<file path="src/rtl/instr_prefetch_buffer.sv">
// Instruction prefetch buffer: aligned 8-byte reads into a circular byte
// queue, presenting a 10-byte window at the fetch PC.
module instr_prefetch_buffer #(
  parameter int DEPTH  = 24,
  parameter int ADDR_W = 64
) (
  input  logic              clk,
  input  logic              rst_n,
  input  logic [ADDR_W-1:0] fetch_pc,
  output logic [79:0]       instr,
  output logic              instr_valid,
  input  logic              instr_take,
  input  logic [3:0]        instr_len,
  output logic              instr_err,
  output logic              mem_req,
  output logic [ADDR_W-1:0] mem_addr,
  input  logic              mem_gnt,
  input  logic              mem_rvalid,
  input  logic [63:0]       mem_rdata,
  input  logic              mem_rerr
);

  localparam int PW = $clog2(DEPTH);
  localparam int CW = $clog2(DEPTH + 1);

  typedef enum logic [1:0] {
    IDLE,
    WAIT,
    DISCARD
  } state_e;

  typedef logic [PW:0] idx_t;

  state_e            state_q, state_d;
  logic [ADDR_W-1:0] head_q, head_d;
  logic [ADDR_W-1:0] fill_q, fill_d;
  logic [CW-1:0]     count_q, count_d;
  logic [2:0]        skip_q, skip_d;
  logic              err_q, err_d;
  logic [PW-1:0]     rptr_q, rptr_d;
  logic [7:0]        buf_q [DEPTH];

  logic              redirect;
  logic              take_ok;
  logic              append;
  logic [3:0]        app_len;
  idx_t              wbase;

  function automatic logic [PW-1:0] wrap(input idx_t v);
    idx_t r;
    r = (v >= idx_t'(DEPTH)) ? v - idx_t'(DEPTH) : v;
    return r[PW-1:0];
  endfunction

  assign redirect    = fetch_pc != head_q;
  assign instr_valid = ~redirect & (count_q >= CW'(10));
  assign instr_err   = err_q & ~redirect & (count_q < CW'(10));
  assign mem_addr    = fill_q;
  assign mem_req     = (state_q == IDLE) & ~redirect & ~err_q
                     & (count_q <= CW'(DEPTH - 8));
  assign take_ok     = instr_take & instr_valid
                     & (instr_len != 4'd0) & (instr_len <= 4'd10);
  assign app_len     = 4'd8 - {1'b0, skip_q};
  // Appended byte j lands at tail + (j - skip); j >= skip keeps it in range.
  assign wbase       = idx_t'(rptr_q) + idx_t'(count_q) - idx_t'(skip_q);

  always_comb begin
    instr = '0;
    if (instr_valid) begin
      for (int i = 0; i < 10; i++) begin
        instr[79-8*i -: 8] = buf_q[wrap(idx_t'(rptr_q) + idx_t'(i))];
      end
    end
  end

  always_comb begin
    state_d = state_q;
    head_d  = head_q;
    fill_d  = fill_q;
    count_d = count_q;
    skip_d  = skip_q;
    err_d   = err_q;
    rptr_d  = rptr_q;
    append  = 1'b0;

    unique case (state_q)
      IDLE: begin
        if (mem_req && mem_gnt) begin
          state_d = WAIT;
          fill_d  = fill_q + ADDR_W'(8);
        end
      end
      WAIT: begin
        if (mem_rvalid) begin
          state_d = IDLE;
          if (!redirect) begin
            if (mem_rerr) err_d  = 1'b1;
            else          append = 1'b1;
          end
        end else if (redirect) begin
          state_d = DISCARD;
        end
      end
      DISCARD: begin
        if (mem_rvalid) state_d = IDLE;
      end
      default: state_d = IDLE;
    endcase

    if (redirect) begin
      head_d  = fetch_pc;
      fill_d  = {fetch_pc[ADDR_W-1:3], 3'b000};
      count_d = '0;
      skip_d  = fetch_pc[2:0];
      err_d   = 1'b0;
      rptr_d  = '0;
    end else begin
      count_d = count_q
              - (take_ok ? CW'(instr_len) : CW'(0))
              + (append  ? CW'(app_len)   : CW'(0));
      if (take_ok) begin
        head_d = head_q + ADDR_W'(instr_len);
        rptr_d = wrap(idx_t'(rptr_q) + idx_t'(instr_len));
      end
      if (append) skip_d = 3'd0;
    end
  end

  always_ff @(posedge clk or negedge rst_n) begin
    if (!rst_n) begin
      state_q <= IDLE;
      head_q  <= '0;
      fill_q  <= '0;
      count_q <= '0;
      skip_q  <= '0;
      err_q   <= 1'b0;
      rptr_q  <= '0;
      for (int i = 0; i < DEPTH; i++) buf_q[i] <= '0;
    end else begin
      state_q <= state_d;
      head_q  <= head_d;
      fill_q  <= fill_d;
      count_q <= count_d;
      skip_q  <= skip_d;
      err_q   <= err_d;
      rptr_q  <= rptr_d;
      if (append) begin
        for (int j = 0; j < 8; j++) begin
          if (3'(j) >= skip_q) begin
            buf_q[wrap(wbase + idx_t'(j))] <= mem_rdata[8*j +: 8];
          end
        end
      end
    end
  end

endmodule

</file>
<file path="config.mk">
export PLATFORM = sky130hd
export DESIGN_NAME = instr_prefetch_buffer
export DESIGN_NICKNAME = d
export VERILOG_FILES = /design/src/rtl/instr_prefetch_buffer.sv
export SDC_FILE = /design/constraint.sdc
export NUM_CORES = 2
export LEC_CHECK = 0
export ABC_AREA = 1
export CAP_MARGIN = 20
export CORE_MARGIN = 1
export CORE_UTILIZATION = 30
export CTS_CLUSTER_DIAMETER = 50
export CTS_CLUSTER_SIZE = 12
export DETAILED_ROUTE_END_ITERATION = 10
export RECOVER_POWER = 25
export SLEW_MARGIN = 15
export SYNTH_ARGS = -nofsm -noshare
export SYNTH_HDL_FRONTEND = slang
export SYNTH_SLANG_ARGS = --single-unit
</file>
<file path="constraint.sdc">
create_clock -name clk -period 15.5 [get_ports clk]
set_input_delay 2.325 -clock clk [delete_from_list [all_inputs] [get_ports clk]]
set_output_delay 2.325 -clock clk [all_outputs]
set_load 0.02 [all_outputs]
</file>
==> impl_metrics.csv <==
group,metric,value,unit
power_and_ir_drop,p_leak,0.0257,uW
worst_setup_path,cp.buffers_inverters,2,
job,max-cap-violations,3,
placed_design,dp_hpwl,212000,um
logic_synthesis,synth-edff-count,0,
final_layout,area_growth,12.3,%
worst_setup_path,cp_slowest_cell,"clkbuf_1",
power_and_ir_drop,powerDensity,63.5,mW/mm2
routing,antenna_left,0,
clock_network,cts-root-buf,"clkbuf_16",
routing,drc,0,
floorplanning,num_io_pins,285,
timing,max_slew.worst_pin.slew,5.78,ns
floorplanning,initial_core_util,30.2,%
final_layout,layout-drive-gt1-share,5.21,%
clock_network,postCtsSetupBuffers,0,
clock_network,cts.path.max_buffers,3,
floorplanning,die_y,401,um
worst_setup_path,cpMostUsedCell,"clkbuf_1",
floorplanning,rows,146,
final_layout,stdcell_count,10872,
logic_synthesis,ys.flop_type,"dfrtp_1",
logic_synthesis,yosysTopAreaCell,"nand2_1",
timing,drv_slew,215,
worst_hold_path,hold_path.class,"reg -> reg",
run_status,status,"finished with violations",
logic_synthesis,synthCells,8890,
clock_network,cts_tree,"yes",
logic_synthesis,syn-cell-area,0.0478,mm2
routing,vias_per_cell,5.89,
final_layout,utilization,33.9,%
worst_setup_path,critical_path.top_delay_family,"buffers and inverters",
worst_setup_path,crit_chain,"clkbuf_1 > clkbuf_1",
worst_hold_path,hold_path_depth,2,
logic_synthesis,synth_top_area_share,25.4,%
final_layout,layout.area.seq,0.00834,mm2
clock_network,htreeDepth,2,
logic_synthesis,synth_commonest_cells,"nand2_1, nor2_1, a21oi_1",
clock_network,hold_buffers,0,
floorplanning,dieArea,0.161,mm2
worst_setup_path,worst-path-max-fanout,90,
clock_network,cts.repair.resized,0,
worst_setup_path,cp_slowest_stage_delay,3.94,ns
timing,period_needed,9.28,ns
logic_synthesis,synthArstFlopShare,100,%
logic_synthesis,ys_ff_latch,333,
clock_network,cts_sinks,333,
logic_synthesis,ys_seq_area_share,17.4,%
global_route,grt.total_usage,35.8,%
logic_synthesis,synthTopCellsByArea,"nand2_1, dfrtp_1, a21oi_1",
worst_setup_path,critPathLaunchType,"input pin",
global_route,overflow,0,
run_status,violations,"capacitance limit, slew limit",
logic_synthesis,synth.avg_cell_area,5.38,um2
timing,hold_viol,0,
worst_setup_path,crit_required,15.42,ns
routing,first_pass_iters,7,
clock_network,clkLatencyLatePin,0.71,ns
final_layout,multi_input_area,0.0343,mm2
global_route,grt_pass1_wl,420000,um
worst_setup_path,path_class,"in -> async",
routing,num_vias,63994,
clock_network,clk_pin_slew,0.06,ns
routing,routedWlPerCell,27.9,um
timing,min_period_over_period,59.9,%
clock_network,cts_buffers,55,
timing,setup_viol,0,
timing,setup_tns,0,ns
logic_synthesis,synth_most_common_cell,"nand2_1",
global_route,grt_max_degree,160,
worst_setup_path,path_depth,2,
power_and_ir_drop,peakVddDrop,0.0907,mV
placed_design,gp_congestion,1.08,
worst_setup_path,endpoint_kind,"asynchronous set/reset pin",
routing,routed_wl,303000,um
timing,max_freq,108,MHz
floorplanning,core,0.158,mm2
final_layout,fill_cells,17545,
floorplanning,die_w,401,um
placed_design,dp_cells,10743,
final_layout,nNetsFinal,8945,
routing,drt_iter0_drc,10588,
worst_setup_path,worstRegToRegCells,28,
global_route,antenna_found_initial,16,
timing,skew,0.0932,ns
timing,max_slew_margin,-285,%
worst_setup_path,arrival,9.20,ns
logic_synthesis,synth.distinct_cells,55,
timing,rsz0062_at_grt,"false",
placed_design,portBuffers,281,
global_route,grt_pass1_vias,55503,
logic_synthesis,ys_warn_count,0,
## placed cells by master, fill, tap and decap left out, types with 37 or more instances in the layout
| cell type | count |
|---|---|
| nand2_1 | 3236 |
| nor2_1 | 928 |
| a21oi_1 | 752 |
| inv_1 | 676 |
| nand3_1 | 635 |
| o21ai_0 | 436 |
| nand4_1 | 425 |
| dfrtp_1 | 331 |
| clkdlybuf4s50_1 | 256 |
| xor2_1 | 127 |
| buf_4 | 115 |
| o211ai_1 | 98 |
| mux2i_1 | 69 |
| xnor2_1 | 66 |
| inv_2 | 62 |
| clkbuf_16 | 55 |
| ha_1 | 53 |
| nor3_1 | 52 |
| nor2_4 | 37 |
## registers in the layout, indices dropped and copies added, names as in the netlist
register  flops
buf_q       192
head_q       64
mem_addr     61
count_q       5
rptr_q        5
skip_q        3
state_q       2
err_q         1
## routing by layer
layer  global-route usage, %  share of wire (%)
met4                    21.2                7.4
met1                    46.8                 39
met2                    49.7                 39
met3                    13.5                 15
met5                       0              0.053
## final cells by class
cell class / instances / share of cell area (%)
multi-input combinational: 7198 / 63.8
antenna: 11 / 0.0512
sequential: 333 / 15.5
inverter: 748 / 5.25
timing repair buffer: 408 / 6.94
clock inverter: 38 / 0.915
clock buffer: 64 / 2.72
tap: 2072 / 4.83
## where the power goes
| part | total [uW] | switching (uW) | leakage [uW] | internal, uW |
|---|---|---|---|---|
| registers | 919 | 32.0 | 0.00435 | 887 |
| logic | 1150 | 905 | 0.0204 | 244 |
| clock network | 1340 | 564 | 0.000931 | 778 |
## metrics by stage
stage | power (uW) | cell area (um2) | hold WS [ns] | setup slack, ns
2_1_floorplan | 1530 | 47800 | 0.451 | 8.70
3_3_place_gp | 1990 | 51500 | 0.463 | 7.01
3_5_place_dp | 2000 | 51600 | 0.472 | 6.88
4_1_cts | 3330 | 53500 | 0.486 | 6.87
5_1_grt | 3470 | 53700 | 0.519 | 5.12
6_report | 3410 | 53700 | 0.483 | 6.22
## kinds of logic after synthesis
kind of cell	synth area share [%]
AOI/OAI and AO/OA	16.1
xor gates and xnor gates	3.64
adders and majority gates	1.79
buffers and inverters	11.4
DFF	17.4
muxes	1.44
other	0.00784
and+or+nand+nor	48.2
## final timing paths
kind / from / slack (ns) / endpoint
setup / recovery: rst_n / 6.22 / buf_q[83]
hold / removal: head_q[21] / 0.48 / head_q[21]
setup reg to reg: rptr_q[0] / 7.55 / buf_q[114]
hold reg to reg: head_q[21] / 0.48 / head_q[21]
max in group clk: fetch_pc[34] / 6.87 / instr[29]
min in group asynchronous: rst_n / 3.76 / buf_q[49]
Note: power is estimated with default switching activity, not from simulation.
